**src/rtl/abs_cmd_seq_pkg.sv**
```systemverilog
// Shared definitions for the abstract-command sequencer: cmderr codes, command
// field positions, legal regno windows, FSM states and command decode/validation.
package abs_cmd_seq_pkg;

   localparam logic [2:0] CMDERR_NONE       = 3'd0;
   localparam logic [2:0] CMDERR_BUSY       = 3'd1;
   localparam logic [2:0] CMDERR_NOTSUP     = 3'd2;
   localparam logic [2:0] CMDERR_EXCEPT     = 3'd3;
   localparam logic [2:0] CMDERR_HALTRESUME = 3'd4;

   localparam int CMD_TYPE_LSB = 24;
   localparam int AARSIZE_LSB  = 20;
   localparam int POSTINC_BIT  = 19;
   localparam int POSTEXEC_BIT = 18;
   localparam int TRANSFER_BIT = 17;
   localparam int WRITE_BIT    = 16;

   localparam logic [2:0]  AARSIZE_32 = 3'd2;
   localparam logic [15:0] REGNO_CSR_HI = 16'h0FFF;
   localparam logic [15:0] REGNO_GPR_LO = 16'h1000;
   localparam logic [15:0] REGNO_GPR_HI = 16'h101F;

   typedef enum logic [2:0] {
      ST_IDLE  = 3'd0,
      ST_CHECK = 3'd1,
      ST_WRITE = 3'd2,
      ST_READ  = 3'd3,
      ST_DONE  = 3'd4
   } state_t;

   // Access Register command with the reserved bit 23 dropped
   typedef struct packed {
      logic [7:0]  cmdtype;
      logic [2:0]  aarsize;
      logic        postinc;
      logic        postexec;
      logic        transfer;
      logic        write;
      logic [15:0] regno;
   } cmd_t;

   function automatic cmd_t decode_cmd(input logic [31:0] w);
      cmd_t c;
      c.cmdtype  = w[CMD_TYPE_LSB +: 8];
      c.aarsize  = w[AARSIZE_LSB +: 3];
      c.postinc  = w[POSTINC_BIT];
      c.postexec = w[POSTEXEC_BIT];
      c.transfer = w[TRANSFER_BIT];
      c.write    = w[WRITE_BIT];
      c.regno    = w[15:0];
      return c;
   endfunction

   // Rules are ordered; the first one that fails decides the error code.
   function automatic logic [2:0] check_cmd(input cmd_t c, input logic halted);
      logic regno_ok;
      regno_ok = (c.regno <= REGNO_CSR_HI) ||
                 ((c.regno >= REGNO_GPR_LO) && (c.regno <= REGNO_GPR_HI));
      if (c.cmdtype != 8'h00)          return CMDERR_NOTSUP;
      if (c.aarsize != AARSIZE_32)     return CMDERR_NOTSUP;
      if (c.postexec)                  return CMDERR_NOTSUP;
      if (!halted)                     return CMDERR_HALTRESUME;
      if (c.transfer && !regno_ok)     return CMDERR_EXCEPT;
      return CMDERR_NONE;
   endfunction

endpackage

```
**src/rtl/abs_cmd_seq.sv**
```systemverilog
// Abstract-command sequencer: validates Access Register commands and drives the
// single-port core debug register interface, reporting busy/cmderr to abstractcs.
//
// state    | meaning
// ---------+-----------------------------------------------------------
// ST_IDLE  | waiting for command write or autoexec trigger
// ST_CHECK | validating latched command against hart state
// ST_WRITE | one-cycle core register write strobe
// ST_READ  | core read outstanding, timeout counter running
// ST_DONE  | optional regno postincrement, then release busy
module abs_cmd_seq
   import abs_cmd_seq_pkg::*;
#(
   parameter int REGNO_W    = 16,
   parameter int TMO_CYCLES = 64
) (
   input  logic               sys_clk,
   input  logic               sys_rst,
   input  logic               cmd_update,
   input  logic [31:0]        command,
   input  logic               autoexec_trig,
   input  logic [31:0]        data0,
   input  logic [2:0]         cmderr_w1c,
   input  logic               hart_halted,
   output logic               busy,
   output logic [2:0]         cmderr,
   output logic               data0_we,
   output logic [31:0]        data0_wdata,
   output logic               regno_upd,
   output logic [REGNO_W-1:0] regno_new,
   output logic               dbg_reg_access,
   output logic               dbg_wr1_rd0,
   output logic [REGNO_W-1:0] dbg_regno,
   output logic [31:0]        dbg_write_data,
   input  logic               dbg_read_data_valid,
   input  logic [31:0]        dbg_read_data
);

   localparam int CNT_W = (TMO_CYCLES > 1) ? $clog2(TMO_CYCLES) : 1;
   localparam logic [CNT_W-1:0] TMO_LAST = CNT_W'(TMO_CYCLES - 1);

   state_t           state;
   cmd_t             cmd_q;
   logic             cmd_vld;
   logic [CNT_W-1:0] tmo_cnt;

   logic [2:0]  chk_err;
   logic [2:0]  cmderr_nxt;
   logic        trig_any;
   logic        start;
   logic        rd_done;
   logic        tmo_hit;
   logic        enter_done;
   logic [15:0] regno_inc;
   logic        unused_cmd_bit;

   assign unused_cmd_bit = command[23];

   assign trig_any   = cmd_update | autoexec_trig;
   assign start      = (cmd_update | (autoexec_trig & cmd_vld)) & (cmderr == CMDERR_NONE);
   assign chk_err    = check_cmd(cmd_q, hart_halted);
   assign rd_done    = (state == ST_READ) & dbg_read_data_valid;
   assign tmo_hit    = (state == ST_READ) & ~dbg_read_data_valid & (tmo_cnt == TMO_LAST);
   assign regno_inc  = cmd_q.regno + 16'd1;
   assign enter_done = ((state == ST_CHECK) & (chk_err == CMDERR_NONE) & ~cmd_q.transfer) |
                       (state == ST_WRITE) | rd_done;

   // Later assignments take priority: a newly raised error beats the w1c clear.
   always_comb begin
      cmderr_nxt = cmderr & ~cmderr_w1c;
      if (busy && trig_any && (cmderr == CMDERR_NONE))
         cmderr_nxt = CMDERR_BUSY;
      if ((state == ST_CHECK) && (chk_err != CMDERR_NONE))
         cmderr_nxt = chk_err;
      if (tmo_hit)
         cmderr_nxt = CMDERR_EXCEPT;
   end

   assign data0_we    = rd_done;
   assign data0_wdata = rd_done ? dbg_read_data : 32'h0;
   assign dbg_regno   = (state != ST_IDLE) ? REGNO_W'(cmd_q.regno) : '0;

   always_ff @(posedge sys_clk or posedge sys_rst) begin
      if (sys_rst) begin
         state          <= ST_IDLE;
         cmd_q          <= '0;
         cmd_vld        <= 1'b0;
         tmo_cnt        <= '0;
         busy           <= 1'b0;
         cmderr         <= CMDERR_NONE;
         regno_upd      <= 1'b0;
         regno_new      <= '0;
         dbg_reg_access <= 1'b0;
         dbg_wr1_rd0    <= 1'b0;
         dbg_write_data <= 32'h0;
      end else begin
         cmderr    <= cmderr_nxt;
         regno_upd <= enter_done & cmd_q.postinc;
         if (enter_done && cmd_q.postinc)
            regno_new <= REGNO_W'(regno_inc);

         case (state)
            ST_IDLE: begin
               if (start) begin
                  state <= ST_CHECK;
                  busy  <= 1'b1;
                  if (cmd_update) begin
                     cmd_q   <= decode_cmd(command);
                     cmd_vld <= 1'b1;
                  end
               end
            end
            ST_CHECK: begin
               if (chk_err != CMDERR_NONE) begin
                  state <= ST_IDLE;
                  busy  <= 1'b0;
               end else if (!cmd_q.transfer) begin
                  state <= ST_DONE;
               end else if (cmd_q.write) begin
                  state          <= ST_WRITE;
                  dbg_reg_access <= 1'b1;
                  dbg_wr1_rd0    <= 1'b1;
                  dbg_write_data <= data0;
               end else begin
                  state          <= ST_READ;
                  dbg_reg_access <= 1'b1;
                  dbg_wr1_rd0    <= 1'b0;
                  tmo_cnt        <= '0;
               end
            end
            ST_WRITE: begin
               state          <= ST_DONE;
               dbg_reg_access <= 1'b0;
               dbg_wr1_rd0    <= 1'b0;
            end
            ST_READ: begin
               if (rd_done) begin
                  state          <= ST_DONE;
                  dbg_reg_access <= 1'b0;
                  tmo_cnt        <= '0;
               end else if (tmo_hit) begin
                  state          <= ST_IDLE;
                  busy           <= 1'b0;
                  dbg_reg_access <= 1'b0;
                  tmo_cnt        <= '0;
               end else begin
                  tmo_cnt <= tmo_cnt + 1'b1;
               end
            end
            ST_DONE: begin
               if (cmd_q.postinc)
                  cmd_q.regno <= regno_inc;
               state <= ST_IDLE;
               busy  <= 1'b0;
            end
            default: begin
               state <= ST_IDLE;
               busy  <= 1'b0;
            end
         endcase
      end
   end

endmodule

```
**config.mk**
```make
export PLATFORM = sky130hd
export DESIGN_NAME = abs_cmd_seq
export DESIGN_NICKNAME = d
export VERILOG_FILES = /design/src/rtl/abs_cmd_seq_pkg.sv /design/src/rtl/abs_cmd_seq.sv
export SDC_FILE = /design/constraint.sdc
export NUM_CORES = 1
export LEC_CHECK = 0
export CAP_MARGIN = 20
export CORE_ASPECT_RATIO = 1.5
export CORE_MARGIN = 1.5
export CORE_UTILIZATION = 31
export CTS_BUF_LIST = sky130_fd_sc_hd__clkbuf_16
export CTS_CLUSTER_DIAMETER = 80
export CTS_CLUSTER_SIZE = 25
export DETAILED_ROUTE_END_ITERATION = 16
export MAX_ROUTING_LAYER = met4
export PLACE_DENSITY = 0.61
export SLEW_MARGIN = 20
export SYNTH_ARGS = -nofsm -noshare
export SYNTH_HDL_FRONTEND = slang
export SYNTH_SLANG_ARGS = --single-unit
```
**constraint.sdc**
```tcl
create_clock -name sys_clk -period 3.8 [get_ports sys_clk]
set_input_delay 0.76 -clock sys_clk [delete_from_list [all_inputs] [get_ports sys_clk]]
set_output_delay 0.76 -clock sys_clk [all_outputs]
set_load 0.01 [all_outputs]
```
# After elaboration in Yosys (flattened, before gate mapping)
# Index checks and enable logic that the tools add are counted.
[op_classes] addsub=2 n_lt_le_gt_ge=3 n_eq_ne=16 n_mux=60 n_bitwise=18 reduce_logical=26
[ops] op="2-to-1 mux 16 bit" count=4
[ops] op="2-to-1 mux 3 bit" count=18
[ops] op="2-to-1 mux 32 bit" count=1
[ops] op="case mux 16 bit (2 select lines)" count=1
[ops] op="2-to-1 mux 6 bit" count=5
[ops] op="2-to-1 mux 1 bit" count=26
[ops] op="adder 16 x 1 -> 16 bit, second input constant" count=1
[ops] op="greater-or-equal comparator 16 x 13 -> 1 bit, second input constant" count=1
[ops] op="<= comparator 16 x 12 -> 1 bit, second input constant" count=1
[ops] op="<= comparator 16 x 13 -> 1 bit, second input constant" count=1
[ops] op="inequality test 2 bit, second input constant" count=8
[ops] op="AND reduction 4 bit" count=4
[ops] op="case mux 3 bit (4 select lines)" count=1
[ops] op="case mux 6 bit (2 select lines)" count=1
[ops] op="zero test 3 bit" count=3
[ops] op="nonzero test 3 bit" count=3
[ops] op="bitwise AND 1 bit" count=8
[ops] op="nonzero test 8 bit" count=1
[ops] op="adder 6 x 1 -> 6 bit, second input constant" count=1
[ops] op="== test 3 x 2 -> 1 bit, second input constant" count=2
[ops] op="== test 6 bit, second input constant" count=1
[ops] op="logical AND 1 bit" count=6
[ops] op="AND reduction 3 bit" count=2
[ops] op="nonzero test 2 bit" count=3
[ops] op="16 further kinds" count=22
[word_totals] register_bits=96 inputBits=105 out_inout_bits=104 wordCells=142

# Logic depth before layout (Yosys ltp)
# Gate-level depths: netlist of run 1.
[depth] ltp_word=23 mapped_depth=8 depth_no_buf=6

# Worst setup path before layout of run 1
# Ideal clock, no wire load.
[synth_path] path_kind="register -> register" start="register cmd_q[7] (netlist bit)" end="register dbg_write_data[10]" setup_ps=125 arrival_ps=2132 t_required_ps=3675 setup_slack_ps=1543 stages_incl_launch_ff=9 n_path_buf=3 period_less_slack_ps=2257 path_cell_list="dfrtp_1 -> buf_2 -> or4_4 -> o41ai_4 -> and4b_1 -> buf_4 -> nand3b_4 -> buf_6 -> mux2_4"
[synth_between] elab_chain_cells=18 word_cells_on_any_way=21 cone_classes="order compare: 3; mux: 11; bitwise: 1; reduce/logical: 6"
[synth_rtl] element="start, declared" line_no="abs_cmd_seq.sv:43" source="cmd_t cmd_q;"
[synth_rtl] element="start signal, assigned" line_no="abs_cmd_seq.sv:108" source="cmd_q <= decode_cmd(command);"
[synth_rtl] element="greater-or-equal comparator 16 x 13 -> 1 bit or <= comparator 16 x 13 -> 1 bit (tied branches)" line_no="abs_cmd_seq_pkg.sv:58" source="((c.regno >= REGNO_GPR_LO) && (c.regno <= REGNO_GPR_HI));"
[synth_rtl] element="logical AND 1 bit" line_no="abs_cmd_seq_pkg.sv:58"
[synth_rtl] element="logical OR 1 bit (*)" line_no="abs_cmd_seq_pkg.sv:57" source="regno_ok = (c.regno <= REGNO_CSR_HI) ||"
[synth_rtl] element="zero test 1 bit (*)" line_no="abs_cmd_seq_pkg.sv:63" source="if (c.transfer && !regno_ok) return CMDERR_EXCEPT;"
[synth_rtl] element="logical AND 1 bit (*)" line_no="abs_cmd_seq_pkg.sv:63"
[synth_rtl] element="2-to-1 mux 1 bit (2 in series)" line_no="abs_cmd_seq_pkg.sv:63"
[synth_rtl] element="2-to-1 mux 1 bit" line_no="abs_cmd_seq_pkg.sv:62" source="if (!halted) return CMDERR_HALTRESUME;"
[synth_rtl] element="2-to-1 mux 1 bit" line_no="abs_cmd_seq_pkg.sv:61" source="if (c.postexec) return CMDERR_NOTSUP;"
[synth_rtl] element="2-to-1 mux 1 bit" line_no="abs_cmd_seq_pkg.sv:60" source="if (c.aarsize != AARSIZE_32) return CMDERR_NOTSUP;"
[synth_rtl] element="2-to-1 mux 3 bit (*)" line_no="abs_cmd_seq_pkg.sv:64" source="return CMDERR_NONE;"
[synth_rtl] element="2-to-1 mux 3 bit (*)" line_no="abs_cmd_seq_pkg.sv:63"
[synth_rtl] element="2-to-1 mux 3 bit (*)" line_no="abs_cmd_seq_pkg.sv:62"
[synth_rtl] element="2-to-1 mux 3 bit (*)" line_no="abs_cmd_seq_pkg.sv:61"
[synth_rtl] element="2-to-1 mux 3 bit (*)" line_no="abs_cmd_seq_pkg.sv:60"
[synth_rtl] element="nonzero test 3 bit (*)" line_no="abs_cmd_seq.sv:114" source="if (chk_err != CMDERR_NONE) begin"
[synth_rtl] element="inverter 1 bit (no source line) (*)"
[synth_rtl] element="AND reduction 4 bit (no source line) (*)"
[synth_rtl] element="end signal, assigned" line_no="abs_cmd_seq.sv:123" source="dbg_write_data <= data0;"
[synth_rtl] element="end, declared" line_no="abs_cmd_seq.sv:34" source="output logic [31:0] dbg_write_data,"
# Every way passes the cells marked *; elsewhere a longest branch is shown, timed or not. The select of a mux whose other input is x is not followed.
# A chain may end at the register's enable or synchronous reset.

# Worst setup path after layout of run 1
[layout_path] start="input port dbg_read_data_valid" end="output port data0_wdata[19]"
[layout_between] elab_chain_cells=2
[layout_rtl] element="start, declared" line_no="abs_cmd_seq.sv:35" source="input logic dbg_read_data_valid,"
[layout_rtl] element="bitwise AND 1 bit" line_no="abs_cmd_seq.sv:62" source="assign rd_done = (state == ST_READ) & dbg_read_data_valid;"
[layout_rtl] element="2-to-1 mux 32 bit" line_no="abs_cmd_seq.sv:80" source="assign data0_wdata = rd_done ? dbg_read_data : 32'h0;"
[layout_rtl] element="end, declared" line_no="abs_cmd_seq.sv:28" source="output logic [31:0] data0_wdata,"
# Every way passes these cells.

==> results of run 1 <==
-- cell families (layout without fill, tap and decap cells) --
kind of cell	Yosys count	count (layout)	synth area share, %
XOR/XNOR	14	14	2.499
AND/OR/NAND/NOR	178	178	19.69
AO/OA/AOI/OAI	89	89	11.40
flip-flops	96	96	48.97
adder cells (fa/ha/maj)	3	3	0.7652
multiplexers	49	49	13.47
buffers and inverters	34	244	3.213
-- metrics by stage --
stage | total power [mW] | setup slack [ns] | hold slack, ns | util [%] | cell area (sq um)
2_1_floorplan | 2.051 | 0.5346 | 0.4350 | - | 4906
3_3_place_gp | 2.496 | 0.5744 | 0.4552 | 46.32 | 7204
3_5_place_dp | 2.518 | 0.5440 | 0.4685 | 46.32 | 7204
4_1_cts | 3.512 | 0.5409 | 0.4853 | 48.37 | 7523
5_1_grt | 3.674 | 0.4419 | 0.4993 | 48.54 | 7551
6_report | 3.476 | 0.5680 | 0.4838 | 48.54 | 7551
-- area by class of cell --
type	count	area share (%)
clock buffer	9	2.983
inverter	8	0.4308
multi-input combinational	333	31.17
timing repair buffer	220	29.00
clock inverter	7	1.243
sequential	96	31.81
tap	203	3.364
-- flip-flops by register name (all words and copies together) (netlist names) --
name / count
busy: 1
regno_upd: 1
cmd_q: 31
dbg_wr1_rd0: 1
state: 3
dbg_write_data: 32
dbg_reg_access: 1
tmo_cnt: 6
cmd_vld: 1
cmderr: 3
regno_new: 16
-- final timing paths --
check	start	end	slack, ns	cells after the start
worst max-delay path	dbg_read_data_valid	data0_wdata[19]	0.57	5
worst min-delay path	cmd_vld	cmd_vld	0.48	1
worst max register to register	cmd_q[7]	dbg_write_data[4]	1.19	6
worst min register to register	cmd_vld	cmd_vld	0.48	1
max in group asynchronous	sys_rst	regno_new[13]	2.24	4
min in group asynchronous	sys_rst	dbg_write_data[26]	0.75	2
-- layout by cell type (no fill, tap or decap), drive strengths merged, types with 9 or more instances in the layout --
| cell type | instances |
|---|---|
| buf | 13 |
| clkbuf | 9 |
| a21oi | 35 |
| nor2 | 39 |
| clkdlybuf4s50 | 207 |
| nand2 | 33 |
| nand3 | 16 |
| dfrtp | 96 |
| nor3 | 9 |
| o21ai | 21 |
| nor2b | 15 |
| and2 | 32 |
| inv | 10 |
| mux2 | 49 |
-- worst max-delay path, delay by kind of cell --
family / cells / cell delay (ns)
buffers and inverters: 3 / 1.34
AND/OR/NAND/NOR: 2 / 0.37
-- metal layers --
layer	track usage (%)	share of wire (%)	wire length (um)	vias up
met1	20.46	41	5786	2034
met5	-	0	0	-
met4	5.212	2.0	280	0
met2	29.10	52	7209	149
met3	3.437	5.0	697	18
li1	-	-	-	2040
-- power breakdown --
group	leakage (nW)	internal [mW]	total, mW	switching, mW
registers	1.23	1.21	1.47	0.262
clock network	0.154	0.578	0.974	0.395
logic	1.86	0.572	1.03	0.462
total	3.24	2.36	3.48	1.12
==> run_results.csv, run 1 <==
group,metric,value,unit
final_layout,instances_no_fill,876,
placed_design,port_buffers,207,
detailed_routing,drc,0,
clock_network,post_cts_resize_count,0,
power,p_leak,3.237,nW
clock_network,ctsHoldBuffers,0,
global_route,antenna_found_initial,0,
timing,finalHoldViolCount,0,
setup_path,crit_fanout,33,
detailed_routing,antenna_left,0,
yosys,yosys_most_used_dff,"dfrtp_1",
global_route,grt_pass1_vias,4205,
timing,setup_viol,0,
final_layout,multiInputGateArea,2354,sq um
clock_network,clkLatencyLatePin,0.34,ns
timing,fin_crit_sh,85.05,%
clock_network,clkTransAtPathRegs,0.07,ns
detailed_routing,drtPass1Iterations,5,
setup_path,path_class,"primary input to output port",
floorplan,fp.dieH,157.1,um
timing,fin_crit,3.232,ns
floorplan,dieArea,16610,sq um
yosys,yosysSeqAreaShare,48.97,%
yosys,synthesis.area,4906,sq um
setup_path,worstPathArrival,2.47,ns
yosys,ys_ff_latch,96,
final_layout,antenna_cells,0,
setup_path,crit_chain,"clkdlybuf4s50_1, and3_1, buf_4, and2_1, clkdlybuf4s50_1",
yosys,synth_top_area_share,48.97,%
detailed_routing,wl,13.97,mm
final_layout,drive_above_1_share,13.08,%
global_route,grt_pass1_wl,21.96,mm
timing,finClkSkew,0.01151,ns
clock_network,cts_buffers,9,
placed_design,dp_hpwl,10.61,mm
floorplan,core_area,15550,sq um
yosys,synth_commonest_cells,"dfrtp_1, nor2_1, a21oi_1",
global_route,track_usage,17.12,%
detailed_routing,drt_iter0_drc,203,
timing,fmax,309.4,MHz
placed_design,place_inst,859,
clock_network,cts_buffer_depth,2,
detailed_routing,via_per_inst,4.841,
yosys,synth_top_area_cell,"dfrtp_1",
clock_network,post_cts_buffers,0,
yosys,syn_nets,571,
detailed_routing,via_count,4241,
setup_path,slowest_stage,"clkdlybuf4s50_1",
yosys,synth_most_common_cell,"dfrtp_1",
global_route,overflow,0,
power,ir_drop,270.0,uV
setup_path,worst_path_largest_cell_delay,0.55,ns
setup_path,end_kind,"output port",
floorplan,die_x,105.7,um
final_layout,area_growth,53.91,%
floorplan,ios,209,
timing,fin_setup_tns,0,ns
run_status,outcome,"finished, final reports clean",
timing,slew_headroom,50.05,%
timing,drv_slew,0,
yosys,syn_avg_cell_area,10.60,sq um
job,maxCapViolations,0,
yosys,synth_edf_count,0,
final_layout,nNetsFinal,776,
final_layout,seq_area,2402,sq um
detailed_routing,wl_per_cell,15.95,um
setup_path,path_common_cell,"clkdlybuf4s50_1",
clock_network,root_buffer,"clkbuf_16",
yosys,syn_inst,463,
timing,tightest_slew,0.7411,ns
clock_network,cts_htree_levels,3,
floorplan,initial_utilization,31.54,%
final_layout,n_fill_cell,1493,
yosys,synth_cell_type_count,55,
yosys,ys_warn_count,0,
placed_design,routabilityCongestion,0.9131,
clock_network,cts_sinks,96,
global_route,grt_max_degree,78,
power,powerDensity,460.4,nW/um^2
clock_network,cts_tree,"done",
floorplan,rows,56,
setup_path,required,3.04,ns
timing,grt_setup_unrepaired,"false",
setup_path,start_kind,"primary input",
yosys,yosys-top-cells-area,"dfrtp_1, mux2_4, mux2_2, and2_1, a21oi_1",
yosys,async_reset_ff_share,100.0,%
min_path,hp-class,"flop to flop",
Power figures use the tool's default switching activity.
==> run 2: changes to the inputs <==
ABC_AREA = 1   (was unset)
CORE_UTILIZATION = 44   (was 31)
PLACE_DENSITY = 0.81   (was 0.61)
==> run_results.csv, run 2 <==
group,metric,value,unit
setup_path,required,3.04,ns
final_layout,layout_commonest_cell,"clkdlybuf4s50_1",
setup_path,start_kind,"primary input",
clock_network,post_cts_resize_count,0,
setup_path,crit_fanout,34,
power,powerDensity,484.8,nW/um^2
floorplan,fp.dieH,134.4,um
placed_design,dp_hpwl,10.80,mm
detailed_routing,drtPass1Iterations,4,
placed_design,port_buffers,207,
final_layout,antenna_cells,0,
detailed_routing,wl,13.93,mm
detailed_routing,via_count,4889,
final_layout,drive_above_1_share,7.286,%
yosys,synthesis.area,5067,sq um
run_status,outcome,"finished, final reports clean",
clock_network,cts_tree,"done",
final_layout,n_fill_cell,864,
final_layout,largest_reg_flops,32,
detailed_routing,drc,0,
final_layout,fin_util,67.45,%
yosys,synth_most_common_cell,"nand2_1",
global_route,grt_max_degree,54,
detailed_routing,drt_iter0_drc,179,
clock_network,clkTransAtPathRegs,0.06,ns
timing,setup_viol,0,
clock_network,ctsHoldBuffers,0,
yosys,async_reset_ff_share,100.0,%
final_layout,layout_common_cells,"clkdlybuf4s50_1, nand2_1, dfrtp_1",
clock_network,cts_htree_levels,3,
setup_path,worstPathArrival,2.41,ns
clock_network,post_cts_buffers,0,
timing,fin_crit,3.168,ns
detailed_routing,antenna_left,0,
yosys,syn_inst,650,
final_layout,nNetsFinal,954,
power,ir_drop,353.0,uV
detailed_routing,via_per_inst,4.899,
clock_network,cts_buffer_depth,2,
floorplan,rows,47,
yosys,syn_nets,758,
yosys,synth_top_area_cell,"dfrtp_1",
final_layout,largest_registers,"dbg_write_data: 32 flops, cmd_q: 31 flops, regno_new: 16 flops",
job,maxCapViolations,0,
global_route,grt_pass1_wl,22.63,mm
clock_network,clkLatencyLatePin,0.34,ns
yosys,yosysSeqAreaShare,47.41,%
timing,drv_slew,0,
yosys,synth_commonest_cells,"nand2_1, dfrtp_1, nor2_1",
floorplan,ios,209,
timing,finClkSkew,0.009573,ns
clock_network,root_buffer,"clkbuf_16",
clock_network,cts_buffers,9,
timing,fin_setup_tns,0,ns
power,p_leak,3.707,nW
yosys,synth_top_area_share,47.41,%
setup_path,end_kind,"output port",
global_route,track_usage,23.66,%
yosys,synth_cell_type_count,37,
placed_design,routabilityCongestion,0.8625,
yosys,synth_edf_count,0,
yosys,ys_ff_latch,96,
setup_path,path_class,"primary input to output port",
final_layout,area_growth,47.95,%
clock_network,cts_sinks,96,
min_path,hp-class,"flop to flop",
floorplan,core_area,11110,sq um
yosys,syn_avg_cell_area,7.796,sq um
detailed_routing,wl_per_cell,13.96,um
global_route,grt_pass1_vias,4847,
timing,slew_headroom,54.82,%
final_layout,top_register,"dbg_write_data",
timing,fin_crit_sh,83.36,%
timing,grt_setup_unrepaired,"false",
floorplan,initial_utilization,45.59,%
timing,finalHoldViolCount,0,
yosys,ys_warn_count,0,
yosys,yosys_most_used_dff,"dfrtp_1",
timing,fmax,315.7,MHz
timing,tightest_slew,0.6706,ns
yosys,yosys-top-cells-area,"dfrtp_1, nand2_1, nand3_1, nor2_1, inv_1",
floorplan,dieArea,12180,sq um
global_route,overflow,0,
floorplan,die_x,90.63,um
global_route,antenna_found_initial,0,
## run 2: cell count changes in the layout (fill, tap and decap cells not counted), sizes merged, moves of 5 or more
| cell | delta |
|---|---|
| nand2 | +166 |
| inv | +73 |
| nand3 | +51 |
| mux2 | -49 |
| nor2 | +48 |
| and2 | -32 |
| a21oi | -24 |
| nor2b | -15 |
| buf | -10 |
| xnor2 | -7 |
| xor2 | +6 |
| nand4 | +5 |
| nor4 | -5 |
## run 2: where the power goes
group | internal [mW] | leakage (nW) | switching (mW)
Clock | 0.570 | 0.153 | 0.373
Sequential | 1.21 | 1.27 | 0.186
Combinational | 0.545 | 2.28 | 0.749
## run 2: stage by stage
| step | hold WS [ns] | worst slack (ns) | instance area, sq um | cells | power (mW) |
|---|---|---|---|---|---|
| floorplan | 0.4404 | 0.5346 | 5067 | 650 | 2.218 |
| global placement | 0.4528 | 0.7231 | 7186 | 982 | 2.653 |
| detailed placement | 0.4576 | 0.6260 | 7186 | 982 | 2.697 |
| CTS | 0.4738 | 0.6223 | 7497 | 998 | 3.651 |
| global route | 0.4921 | 0.5076 | 7497 | 998 | 3.854 |
| finish | 0.4697 | 0.6324 | 7497 | 998 | 3.635 |
## run 2: worst paths after layout
kind / startpoint / end / slack, ns / cells past startpoint
worst max-delay path: dbg_read_data_valid / data0_wdata[27] / 0.63 / 4
worst min-delay path: regno_new[15] / regno_new[15] / 0.47 / 2
worst max register to register: cmd_q[6] / dbg_write_data[12] / 1.60 / 10
worst min register to register: regno_new[15] / regno_new[15] / 0.47 / 2
max in group asynchronous: sys_rst / dbg_write_data[5] / 2.17 / 3
min in group asynchronous: sys_rst / dbg_write_data[19] / 0.85 / 2
## run 2: final cells by class
type	instances	area, sq um	share of cell area [%]
repair buffers	210	2095	27.94
well taps	147	183.9	2.453
multi-input cells	446	2186	29.16
clock buffers	9	225.2	3.004
inverters	83	319.1	4.256
clock inverters	7	86.33	1.152
flip-flops and latches	96	2402	32.04
## run 2: logic make-up after synthesis
family | share of synthesized area, %
AO/OA/AOI/OAI | 6.568
XOR/XNOR | 2.247
adder cells (fa/ha/maj) | 0.7408
buffers and inverters | 9.457
flip-flops | 47.41
AND/OR/NAND/NOR | 33.58
## run 2: per-layer routing
layer / vias to the layer above / GRT usage (%) / part of all wire [%] / wire length (um)
met1: 2297 / 26.38 / 39 / 5396
met5: - / - / 0 / 0
met3: 32 / 2.834 / 4.0 / 556
met2: 136 / 41.98 / 54 / 7486
met4: 0 / 10.85 / 3.5 / 493
li1: 2424 / - / - / -
## run 2: critical path: stages
cell             delay, ns
clkdlybuf4s50_1       0.50
nand2_2               0.33
nor2_1                0.22
clkdlybuf4s50_1       0.59
==> run 3: changes to the inputs <==
CORE_UTILIZATION = 39   (was 44)
PLACE_DENSITY = 0.76   (was 0.81)
clock period = 2.9 ns   (was 3.8 ns; I/O delays follow)
==> run_results.csv, run 3 (synthesized netlist as in run 2, its figures left out) <==
group,metric,value,unit
detailed_routing,via_per_inst,4.713,
clock_network,cts_tree,"done",
final_layout,layout_common_cells,"clkdlybuf4s50_1, nand2_1, dfrtp_1",
global_route,grt_max_degree,56,
floorplan,initial_utilization,40.30,%
final_layout,drive_above_1_share,7.827,%
final_layout,stdcell_area,7522,sq um
global_route,antenna_found_initial,0,
final_layout,instances_no_fill,1012,
power,p_total,4.636,mW
final_layout,top_register,"dbg_write_data",
setup_path,path_class,"flop to output port",
power,pwr-share-clk,23.7,%
run_status,outcome,"finished, final reports clean",
placed_design,routabilityCongestion,0.8727,
final_layout,largest_registers,"dbg_write_data: 32 flops, cmd_q: 31 flops, regno_new: 16 flops",
clock_network,clkTransAtPathRegs,0.07,ns
global_route,overflow,0,
final_layout,layout_commonest_cell,"clkdlybuf4s50_1",
power,p_leak,3.711,nW
setup_path,rr_worst_depth,9,
power,powerDensity,616.4,nW/um^2
clock_network,root_buffer,"clkbuf_16",
detailed_routing,drt_iter0_drc,142,
final_layout,seq_area,2402,sq um
global_route,track_usage,20.49,%
floorplan,ios,209,
final_layout,antenna_cells,0,
placed_design,port_buffers,207,
detailed_routing,wl,13.62,mm
power,seq_power_share,38.8,%
power,intPower,2.895,mW
clock_network,cts_htree_levels,3,
placed_design,dp_hpwl,10.39,mm
clock_network,post_cts_buffers,0,
power,pwr-share-comb,37.5,%
timing,fin_crit,2.701,ns
min_path,hold-path-cell-count,2,
power,ir_drop,424.9,uV
clock_network,cts_sinks,96,
timing,fin_crit_sh,93.12,%
floorplan,die_x,96.07,um
global_route,grt_pass1_wl,21.37,mm
floorplan,dieArea,13700,sq um
final_layout,area_growth,48.44,%
power,p_switching,1.742,mW
timing,drv_slew,0,
timing,slew_headroom,52.28,%
timing,fmax,370.3,MHz
floorplan,core_area,12570,sq um
timing,grt_setup_unrepaired,"false",
detailed_routing,antenna_left,0,
timing,setup_viol,0,
clock_network,cts_buffers,9,
placed_design,place_inst,996,
global_route,grt_pass1_vias,4450,
detailed_routing,wl_per_cell,13.46,um
final_layout,largest_reg_flops,32,
setup_path,crit_fanout,29,
setup_path,start_kind,"flop",
detailed_routing,drc,0,
timing,fin_setup_tns,0,ns
final_layout,nNetsFinal,959,
setup_path,end_kind,"output port",
floorplan,fp.dieH,142.6,um
clock_network,clkLatencyLatePin,0.34,ns
timing,tightest_slew,0.7158,ns
clock_network,cts_buffer_depth,2,
clock_network,ctsHoldBuffers,0,
floorplan,rows,50,
setup_path,worstPathArrival,2.12,ns
timing,finalHoldViolCount,0,
job,maxCapViolations,0,
clock_network,post_cts_resize_count,0,
min_path,hp-class,"flop to flop",
final_layout,n_fill_cell,1172,
placed_design,postPlaceCellArea,7248,sq um
detailed_routing,drtPass1Iterations,4,
final_layout,multiInputGateArea,2186,sq um
setup_path,required,2.32,ns
detailed_routing,via_count,4770,
timing,finClkSkew,0.009384,ns
power,sw_frac_of_total,37.57,%
run 3: worst max-delay path: stages (launching register included):
cell             delay, ns
dfrtp_1               0.40
inv_2                 0.12
nand2_2               0.10
nor2_2                0.16
nand2_2               0.15
buf_12                0.20
nor2_1                0.09
clkdlybuf4s50_1       0.55
run 3: final cells by class:
| class | count | share of cell area (%) |
|---|---|---|
| multi-input combinational | 446 | 29.06 |
| clock inverter | 7 | 0.6487 |
| clock buffer | 9 | 2.994 |
| inverter | 83 | 4.258 |
| sequential | 96 | 31.94 |
| timing repair buffer | 215 | 28.51 |
| tap | 156 | 2.595 |
run 3: per-stage QoR:
stage	setup WS (ns)	util, %	hold slack, ns
after floorplan	1.139	-	0.4404
after global placement	0.2745	57.64	0.4524
after detailed placement	0.2496	57.64	0.4565
after CTS	0.1702	59.82	0.4731
after global routing	0.06060	59.82	0.4834
final	0.1995	59.82	0.4690
run 3: worst paths after layout:
path	end	slack (ns)	startpoint
min in group asynchronous	regno_new[2]	0.75	sys_rst
max in group asynchronous	dbg_reg_access	1.60	sys_rst
setup reg to reg	cmd_q[13]	0.81	state[0]
hold / removal	dbg_write_data[17]	0.47	dbg_write_data[17]
setup / recovery	data0_wdata[28]	0.20	state[2]
hold reg to reg	dbg_write_data[17]	0.47	dbg_write_data[17]
run 3: routing by layer:
layer	vias up	share of wire (%)	track usage (%)
met1	2191	40	23.35
met3	19	5.6	3.739
met2	127	53	35.62
li1	2433	-	-
met5	-	0	-
met4	0	1.8	6.656
run 3: power groups by stage:
| stage | Sequential (mW) | Clock (mW) | Combinational (mW) |
|---|---|---|---|
| finish | 1.80 | 1.10 | 1.74 |
| global route | 1.83 | 1.18 | 1.93 |
| CTS | 1.79 | 1.13 | 1.75 |
| detailed placement | 1.82 | 0 | 1.74 |
| global placement | 1.81 | 0 | 1.71 |
| floorplan | 1.78 | 0 | 1.13 |
